===== src/rtl/axi_lite_read_arbiter.sv =====
// 2:1 round-robin AXI4-Lite read arbiter sharing one memory read port
// between instruction fetch (m0) and data load (m1); one read in flight.
module axi_lite_read_arbiter #(
  parameter int ADDR_WIDTH = 32,
  parameter int DATA_WIDTH = 32
) (
  input  logic                  aclk,
  input  logic                  areset,
  input  logic                  m0_arvalid,
  output logic                  m0_arready,
  input  logic [ADDR_WIDTH-1:0] m0_araddr,
  input  logic [2:0]            m0_arprot,
  output logic                  m0_rvalid,
  input  logic                  m0_rready,
  output logic [DATA_WIDTH-1:0] m0_rdata,
  output logic [1:0]            m0_rresp,
  input  logic                  m1_arvalid,
  output logic                  m1_arready,
  input  logic [ADDR_WIDTH-1:0] m1_araddr,
  input  logic [2:0]            m1_arprot,
  output logic                  m1_rvalid,
  input  logic                  m1_rready,
  output logic [DATA_WIDTH-1:0] m1_rdata,
  output logic [1:0]            m1_rresp,
  output logic                  s_arvalid,
  input  logic                  s_arready,
  output logic [ADDR_WIDTH-1:0] s_araddr,
  output logic [2:0]            s_arprot,
  input  logic                  s_rvalid,
  output logic                  s_rready,
  input  logic [DATA_WIDTH-1:0] s_rdata,
  input  logic [1:0]            s_rresp,
  output logic                  rd_grant,
  output logic                  busy
);

  typedef enum logic [1:0] {
    IDLE = 2'd0,
    AR   = 2'd1,
    R    = 2'd2
  } state_e;

  state_e                state_q, state_d;
  logic                  last_q, last_d;
  logic                  grant_q, grant_d;
  logic                  arvalid_q, arvalid_d;
  logic [ADDR_WIDTH-1:0] araddr_q, araddr_d;
  logic [2:0]            arprot_q, arprot_d;
  logic                  win;
  logic                  rdy;

  always_comb begin
    state_d    = state_q;
    last_d     = last_q;
    grant_d    = grant_q;
    arvalid_d  = arvalid_q;
    araddr_d   = araddr_q;
    arprot_d   = arprot_q;
    m0_arready = 1'b0;
    m1_arready = 1'b0;
    m0_rvalid  = 1'b0;
    m1_rvalid  = 1'b0;
    m0_rdata   = '0;
    m1_rdata   = '0;
    m0_rresp   = '0;
    m1_rresp   = '0;
    rdy        = 1'b0;
    // On a tie the requester that did not win last time goes first
    win = (m0_arvalid & m1_arvalid) ? ~last_q : m1_arvalid;
    unique case (state_q)
      IDLE: begin
        if (m0_arvalid | m1_arvalid) begin
          m0_arready = ~win;
          m1_arready = win;
          grant_d    = win;
          araddr_d   = win ? m1_araddr : m0_araddr;
          arprot_d   = win ? m1_arprot : m0_arprot;
          arvalid_d  = 1'b1;
          state_d    = AR;
        end
      end
      AR: begin
        if (s_arready) begin
          arvalid_d = 1'b0;
          state_d   = R;
        end
      end
      R: begin
        if (grant_q) begin
          m1_rvalid = s_rvalid;
          m1_rdata  = s_rdata;
          m1_rresp  = s_rresp;
          rdy       = m1_rready;
        end else begin
          m0_rvalid = s_rvalid;
          m0_rdata  = s_rdata;
          m0_rresp  = s_rresp;
          rdy       = m0_rready;
        end
        if (s_rvalid & rdy) begin
          last_d  = grant_q;
          state_d = IDLE;
        end
      end
      default: state_d = IDLE;
    endcase
    if (areset) begin
      m0_arready = 1'b0;
      m1_arready = 1'b0;
      rdy        = 1'b0;
    end
  end

  always_ff @(posedge aclk) begin
    if (areset) begin
      state_q   <= IDLE;
      last_q    <= 1'b1;
      grant_q   <= 1'b1;
      arvalid_q <= 1'b0;
      araddr_q  <= '0;
      arprot_q  <= '0;
    end else begin
      state_q   <= state_d;
      last_q    <= last_d;
      grant_q   <= grant_d;
      arvalid_q <= arvalid_d;
      araddr_q  <= araddr_d;
      arprot_q  <= arprot_d;
    end
  end

  assign s_arvalid = arvalid_q;
  assign s_araddr  = araddr_q;
  assign s_arprot  = arprot_q;
  assign s_rready  = rdy;
  assign rd_grant  = grant_q;
  assign busy      = (state_q != IDLE);

endmodule


===== config.mk =====
export PLATFORM = sky130hd
export DESIGN_NAME = axi_lite_read_arbiter
export DESIGN_NICKNAME = d
export VERILOG_FILES = /design/src/rtl/axi_lite_read_arbiter.sv
export SDC_FILE = /design/constraint.sdc
export NUM_CORES = 1
export LEC_CHECK = 0
export ABC_AREA = 0
export CAP_MARGIN = 20
export CORE_UTILIZATION = 35
export DETAILED_ROUTE_END_ITERATION = 6
export PLACE_DENSITY = 0.87
export SETUP_SLACK_MARGIN = 0.2
export SLEW_MARGIN = 25
export SYNTH_ARGS = -nofsm -noshare
export SYNTH_HDL_FRONTEND = slang
export SYNTH_SLANG_ARGS = --single-unit

===== constraint.sdc =====
create_clock -name aclk -period 3.3 [get_ports aclk]
set_input_delay 0.66 -clock aclk [delete_from_list [all_inputs] [get_ports aclk]]
set_output_delay 0.66 -clock aclk [all_outputs]
set_load 0.03 [all_outputs]

* Word-level counts from Yosys, hierarchy flattened
Cells that the tools add are included.
** Storage, ports and cells
- Word-level logic and storage cells :: 55
- Bits in registers :: 40
- Input bits :: 112
- Output and inout bits :: 111
** Cells by class
- Muxes and demuxes :: 32
- Bitwise gates (word level) :: 5
- Equality and inequality tests :: 5
- Reductions and logical operators :: 7
** Operators by type and width (number)
- 32-bit two-way mux :: 5
- 1-bit two-way mux :: 17
- 2-bit two-way mux :: 7
- 2-bit inequality test, second input constant :: 3
- 2-bit one-hot mux with 3 select lines :: 1
- 3-bit AND reduction :: 2
- 2-bit AND reduction :: 2
- 2-bit nonzero test :: 2
- 3-bit two-way mux :: 1
- 1-bit bitwise AND :: 2
- 2-bit by 1-bit == test with 1-bit output, second input constant :: 1
- 2-bit == test, second input constant :: 1
- 2-bit logical NOT :: 1
- 1-bit NOT :: 2
- 1-bit one-hot mux with 2 select lines :: 1
- 1-bit bitwise OR :: 1

* Longest topological paths before layout
Gate-level depths: netlist of the first run.
- Depth after elaboration :: 6
- Mapped depth :: 6

* Worst setup path before layout of the first run
Ideal clock, no wire load.
- Kind :: input to output
- Start :: input port areset
- End :: output port m0_arready
- Path buffers :: 2
- Path slack :: 846 ps
- Stages on the path :: 3
- Arrival time :: 1794 ps
- Cells stage by stage :: clkbuf_1 buf_1 nor3_1
** On the way
- Longest elaborated chain between the ends :: 1
** RTL lines
- start: declaration :: RTL line 8 : input logic areset,
- 1-bit two-way mux :: RTL line 107 : if (areset) begin
- end: declaration :: RTL line 10 : output logic m0_arready,
No other way between the ends.

* Final worst setup path of the first run
- Start :: register grant_q (netlist: rd_grant)
- End :: output port m1_rresp[0]
** On the way
- Longest elaborated chain between the ends :: 2
** RTL lines
- start: declaration :: RTL line 45 : logic grant_q, grant_d;
- start signal: assignment :: RTL line 125 : grant_q <= grant_d;
- 2-bit two-way mux :: RTL line 89 : if (grant_q) begin
- 2-bit two-way mux :: RTL line 70 : unique case (state_q)
- end: declaration :: RTL line 24 : output logic [1:0] m1_rresp,
No other way between the ends.

==> impl_metrics.yaml, run 1 <==
timing:
  setup_viol: 0
  slew_headroom_pct: 57.3
  post-route-period-util_pct: 94.0
  fmax_mhz: 322
  drv_slew: 0
  holdWs_ps: 524
  fin_crit_ps: 3100
  finalHoldViolations: 0
  rsz0062_at_grt: "yes"
  tightestPinTransition_ps: 640
  fin_skew_ps: 11.1
  finalSetupTns_ps: 0
synth:
  seq_area_frac_synth_pct: 30.2
  synth_edf_count: 0
  syn_nets: 426
  synth_area_um2: 2650
  syn_area_per_cell_um2: 8.44
  ys_ff_latch: 40
  synthFlopType: "dfxtp_1"
  syn_inst: 314
  ys_warn_count: 0
  async_reset_ff_share_pct: 0
  synth_cell_types: 30
flow_run:
  drv_cap: 0
finish:
  fin_area_um2: 4960
  seq_area_um2: 801
  finalNonFillerCells: 624
  drive_gt1_share_pct: 10.7
  nFillCells: 611
  area_growth_pct: 87.2
  multiInputGateArea_um2: 1600
  finalNetCount: 634
placement:
  gp_congestion: 0.751
  placed_cells: 613
  placedInstanceArea_um2: 4830
  portBuffers: 222
  dp_hpwl_mm: 7.85
route:
  vias: 3042
  via_per_inst: 4.88
  drt_iter0_drc: 88
  ant_nets: 0
  routed_wl_mm: 10.1
  wl_per_cell_um: 16.2
  drc_errors: 0
  dr.pass1.iters: 4
floorplanning:
  fp.dieW_um: 89.0
  rows: 31
  die_y_um: 89.0
  die-area_um2: 7920
  fp.coreArea_um2: 7290
  ios: 223
  start_util_pct: 36.3
clocking:
  clockBufferDepth: 2
  postCtsSetupBuffers: 0
  clkSinkCount: 40
  ctsHoldBuffers: 0
  cts_max_level: 2
  clockRootBuffer: "clkbuf_8"
  cts_made_buffers: 5
  clkTransAtPathRegs_ps: 80
  insertion_delay_ps: 290
  postCtsResizedCells: 0
  cts_tree: "done"
setup_path:
  start_kind: "flop"
  path_class: "reg -> out"
  end_kind: "output port"
  worstPathMaxFanout: 17
  worstPathRequired_ps: 2640
  crit_start: "rd_grant"
  r2r-start: "state_q[1]"
  arrival_ps: 2440
grt:
  grt_pass1_vias: 2896
  grt_max_degree: 38
  overflow: 0
  track_usage_pct: 24.7
  grt_pass1_wl_mm: 14.8
  antenna_found_initial: 2
pwr:
  total_power_w: 0.00169
  peakVddDrop_mv: 0.244
  power.density_nw_per_um2: 341
  p_leak_nw: 1.85
min_path:
  hp-start: "s_arprot[0]"
  holdCritPathClass: "reg -> reg"
run_status:
  outcome: "complete, no violations"
[synthesized netlist by cell type, types with 4 or more instances]
cell type	number	area, um2
a21oi_1	38	190
a311oi_1	5	43.8
a311oi_2	30	450
and2_1	68	425
buf_4	5	37.5
buf_6	11	124
clkbuf_1	4	15.0
clkbuf_2	7	35.0
dfxtp_1	40	801
inv_1	5	18.8
nand2_1	70	263
nor2_1	4	15.0
nor3_1	6	30.0
[worst max-delay path, cell delays in order (launching register included)]
cell and delay [ps]:
dfxtp_1 520, inv_1 200, nor2_2 530, and2_1 230
clkdlybuf4s50_1 680
[cells in the final DEF (no fill, tap or decap), drive strengths merged]
cell type,instances
a2111oi,1
a21bo,1
a21boi,1
a21oi,38
a311oi,35
and2,68
and3,1
buf,10
bufinv,1
clkbuf,6
clkdlybuf4s50,220
clkinv,1
dfxtp,40
diode,2
inv,5
mux2i,2
nand2,70
nand2b,1
nand3b,1
nor2,8
nor3,7
o211a,1
o21ai,2
o21bai,2
or2,1
[report_power, final]
part           total, W  internal, W  switching [W]
combinational  0.000693     0.000334       0.000360
sequential     0.000574     0.000539      0.0000354
clock          0.000423     0.000247       0.000176
total           0.00169      0.00112       0.000571
[cell type report]
| class | count | area share, % |
|---|---|---|
| Timing Repair Buffer | 230 | 46.1 |
| Multi-Input combinational cell | 240 | 32.3 |
| Sequential cell | 40 | 16.1 |
| Tap cell | 99 | 2.50 |
| Clock buffer | 6 | 1.67 |
| Clock inverter | 2 | 0.782 |
| Inverter | 5 | 0.379 |
| Antenna cell | 2 | 0.101 |
[flip-flops by register name, indices dropped and copies added (netlist names)]
| signal | cells |
|---|---|
| last_q | 1 |
| rd_grant | 1 |
| s_araddr | 32 |
| s_arprot | 3 |
| s_arvalid | 1 |
| state_q | 2 |
[per-stage QoR]
stage               utilization [%]  setup slack, ps
floorplan                         -              846
global placement               66.2              374
detailed placement             66.2              335
CTS                            67.8              266
global route                   68.0              135
finish                         68.0              199
[logic make-up after synthesis]
logic type             count (synthesis)  synth area share (%)
buffers and inverters                 35                  9.54
and+or+nand+nor                      156                  30.7
AOI/OAI and AO/OA                     81                  28.8
muxes                                  2                 0.756
DFF                                   40                  30.2
[worst paths after layout]
path | to | slack (ps) | depth (start not counted)
min | s_arprot[0] | 520 | 2
min reg2reg | s_arprot[0] | 520 | 2
max reg2reg | s_araddr[8] | 1840 | 4
max | m1_rresp[0] | 200 | 4
[metal layers]
| layer | vias up | global-route usage [%] | wire, um |
|---|---|---|---|
| met5 | - | 0 | 0 |
| met2 | 133 | 45.9 | 5370 |
| met1 | 1397 | 26.2 | 3690 |
| met3 | 12 | 7.39 | 847 |
| li1 | 1500 | - | - |
| met4 | 0 | 9.38 | 193 |
No activity file was read; power rests on OpenSTA's default activity.
==> inputs of run 2 (changes only) <==
Settings changed: CORE_MARGIN from default to 3.
==> run 2 against run 1 <==
Die area rose by 9.2%. Critical path depth did not move. Maximum frequency rose by 2.9%. Core utilization fell by 0.53 points. Sequential power barely moved. Worst hold slack got worse by 3.5 ps. Clock-buffer cell count fell by 1. Worst setup slack improved by 89 ps. Critical path type unchanged. Largest cell class unchanged. Largest power group unchanged.
==> impl_metrics.yaml, run 2 (synthesis gave the netlist of run 1 again) <==
placement:
  portBuffers: 222
  dp_hpwl_mm: 8.38
  gp_congestion: 0.804
  placedInstanceArea_um2: 4830
grt:
  grt_pass1_wl_mm: 15.8
  grtUsageMet1_pct: 23.4
  grt_use_met2_pct: 44.5
  grt_max_degree: 42
  track_usage_pct: 23.3
  met3_usage_pct: 6.36
  grt_pass1_vias: 3002
  overflow: 0
  antenna_found_initial: 3
  grt-busiest-layer: "met2"
clocking:
  insertion_delay_ps: 290
  ctsHoldBuffers: 0
  clockRootBuffer: "clkbuf_8"
  clkTransAtPathRegs_ps: 80
  cts_max_level: 2
  cts_tree: "done"
  clkSinkCount: 40
  cts_made_buffers: 5
  postCtsSetupBuffers: 0
  clockBufferDepth: 2
timing:
  slew_headroom_pct: 59.1
  holdWs_ps: 520
  finalHoldViolations: 0
  setup_viol: 0
  post-route-period-util_pct: 91.3
  fin_crit_ps: 3010
  fin_skew_ps: 8.30
  drv_slew: 0
  tightestPinTransition_ps: 613
  rsz0062_at_grt: "yes"
  fmax_mhz: 332
  finalSetupTns_ps: 0
setup_path:
  critPathSlowestCell: "clkdlybuf4s50_1"
  cpPeakStageDelay_ps: 690
  path_class: "reg -> out"
  worstPathRequired_ps: 2640
  end_kind: "output port"
  worstPathCellList: "inv_1 > nor2_4 > and2_1 > clkdlybuf4s50_1"
  arrival_ps: 2350
  start_kind: "flop"
  worstPathMaxFanout: 34
finish:
  nFillCells: 597
  drive_gt1_share_pct: 10.2
  fin_area_um2: 4920
  area_growth_pct: 85.7
  layout_commonest_cell: "clkdlybuf4s50_1"
  layout_common_cells: "clkdlybuf4s50_1, nand2_1, and2_1"
  largest_reg_flops: 32
  finalNetCount: 632
floorplanning:
  die-area_um2: 8650
  start_util_pct: 36.3
  fp.dieW_um: 93.0
  fp.coreArea_um2: 7290
  die_y_um: 93.0
  ios: 223
  rows: 31
pwr:
  peakVddDrop_mv: 0.228
  p_leak_nw: 1.83
  power.density_nw_per_um2: 323
  total_power_w: 0.00159
route:
  vias: 3050
  via_per_inst: 4.90
  drt_iter0_drc: 89
  routed_wl_mm: 10.6
  drc_errors: 0
  wl_per_cell_um: 17.0
  ant_nets: 0
  dr.pass1.iters: 4
min_path:
  holdCritPathClass: "reg -> reg"
run_status:
  outcome: "complete, no violations"
flow_run:
  drv_cap: 0
[run 2: final cells by class]
type	count	area, um2	share of cell area (%)
inverters	5	18.8	0.381
repair buffers	229	2290	46.6
clock buffers	5	68.8	1.40
clock inverters	2	12.5	0.254
well taps	99	124	2.52
multi-input cells	239	1600	32.4
diodes	3	7.51	0.153
flip-flops and latches	40	801	16.3
[run 2: path summary, 6_finish.rpt]
check	startpoint	endpoint	slack, ps	depth (start not counted)
worst max-delay path	rd_grant	m1_rdata[26]	290	4
worst min-delay path	s_arprot[0]	s_arprot[0]	520	2
worst max register to register	state_q[1]	s_araddr[12]	1760	3
worst min register to register	s_arprot[0]	s_arprot[0]	520	2
[run 2: repair_timing]
action | in CTS | in global routing
setup endpoints to repair | 0 | 59
gates resized for setup | 0 | 0
hold endpoints to repair | 0 | 0
[run 2: per-stage QoR]
| stage | std cells | setup slack (ps) | utilization (%) |
|---|---|---|---|
| 2_1_floorplan | 314 | 846 | - |
| 3_3_place_gp | 612 | 370 | 66.2 |
| 3_5_place_dp | 612 | 333 | 66.2 |
| 4_1_cts | 619 | 258 | 67.4 |
| 5_1_grt | 622 | 104 | 67.5 |
| 6_report | 622 | 288 | 67.5 |
[run 2: power breakdown]
part | switching (W) | internal [W] | leakage [nW]
Clock | 0.000174 | 0.000143 | 0.0400
Combinational | 0.000363 | 0.000336 | 1.45
Sequential | 0.0000353 | 0.000539 | 0.332
Total | 0.000573 | 0.00102 | 1.83
[run 2: metal layers]
layer  wire [um]  vias up
li1            -     1495
met1        3830     1395
met2        5620      143
met3         866       17
met4         277        0
met5           0        -
[run 2: worst max-delay path: cells and delay by family, from the launching register on]
| kind | cells | cell delay [ps] |
|---|---|---|
| and+or+nand+nor | 2 | 690 |
| DFF | 1 | 520 |
| buffers and inverters | 2 | 830 |
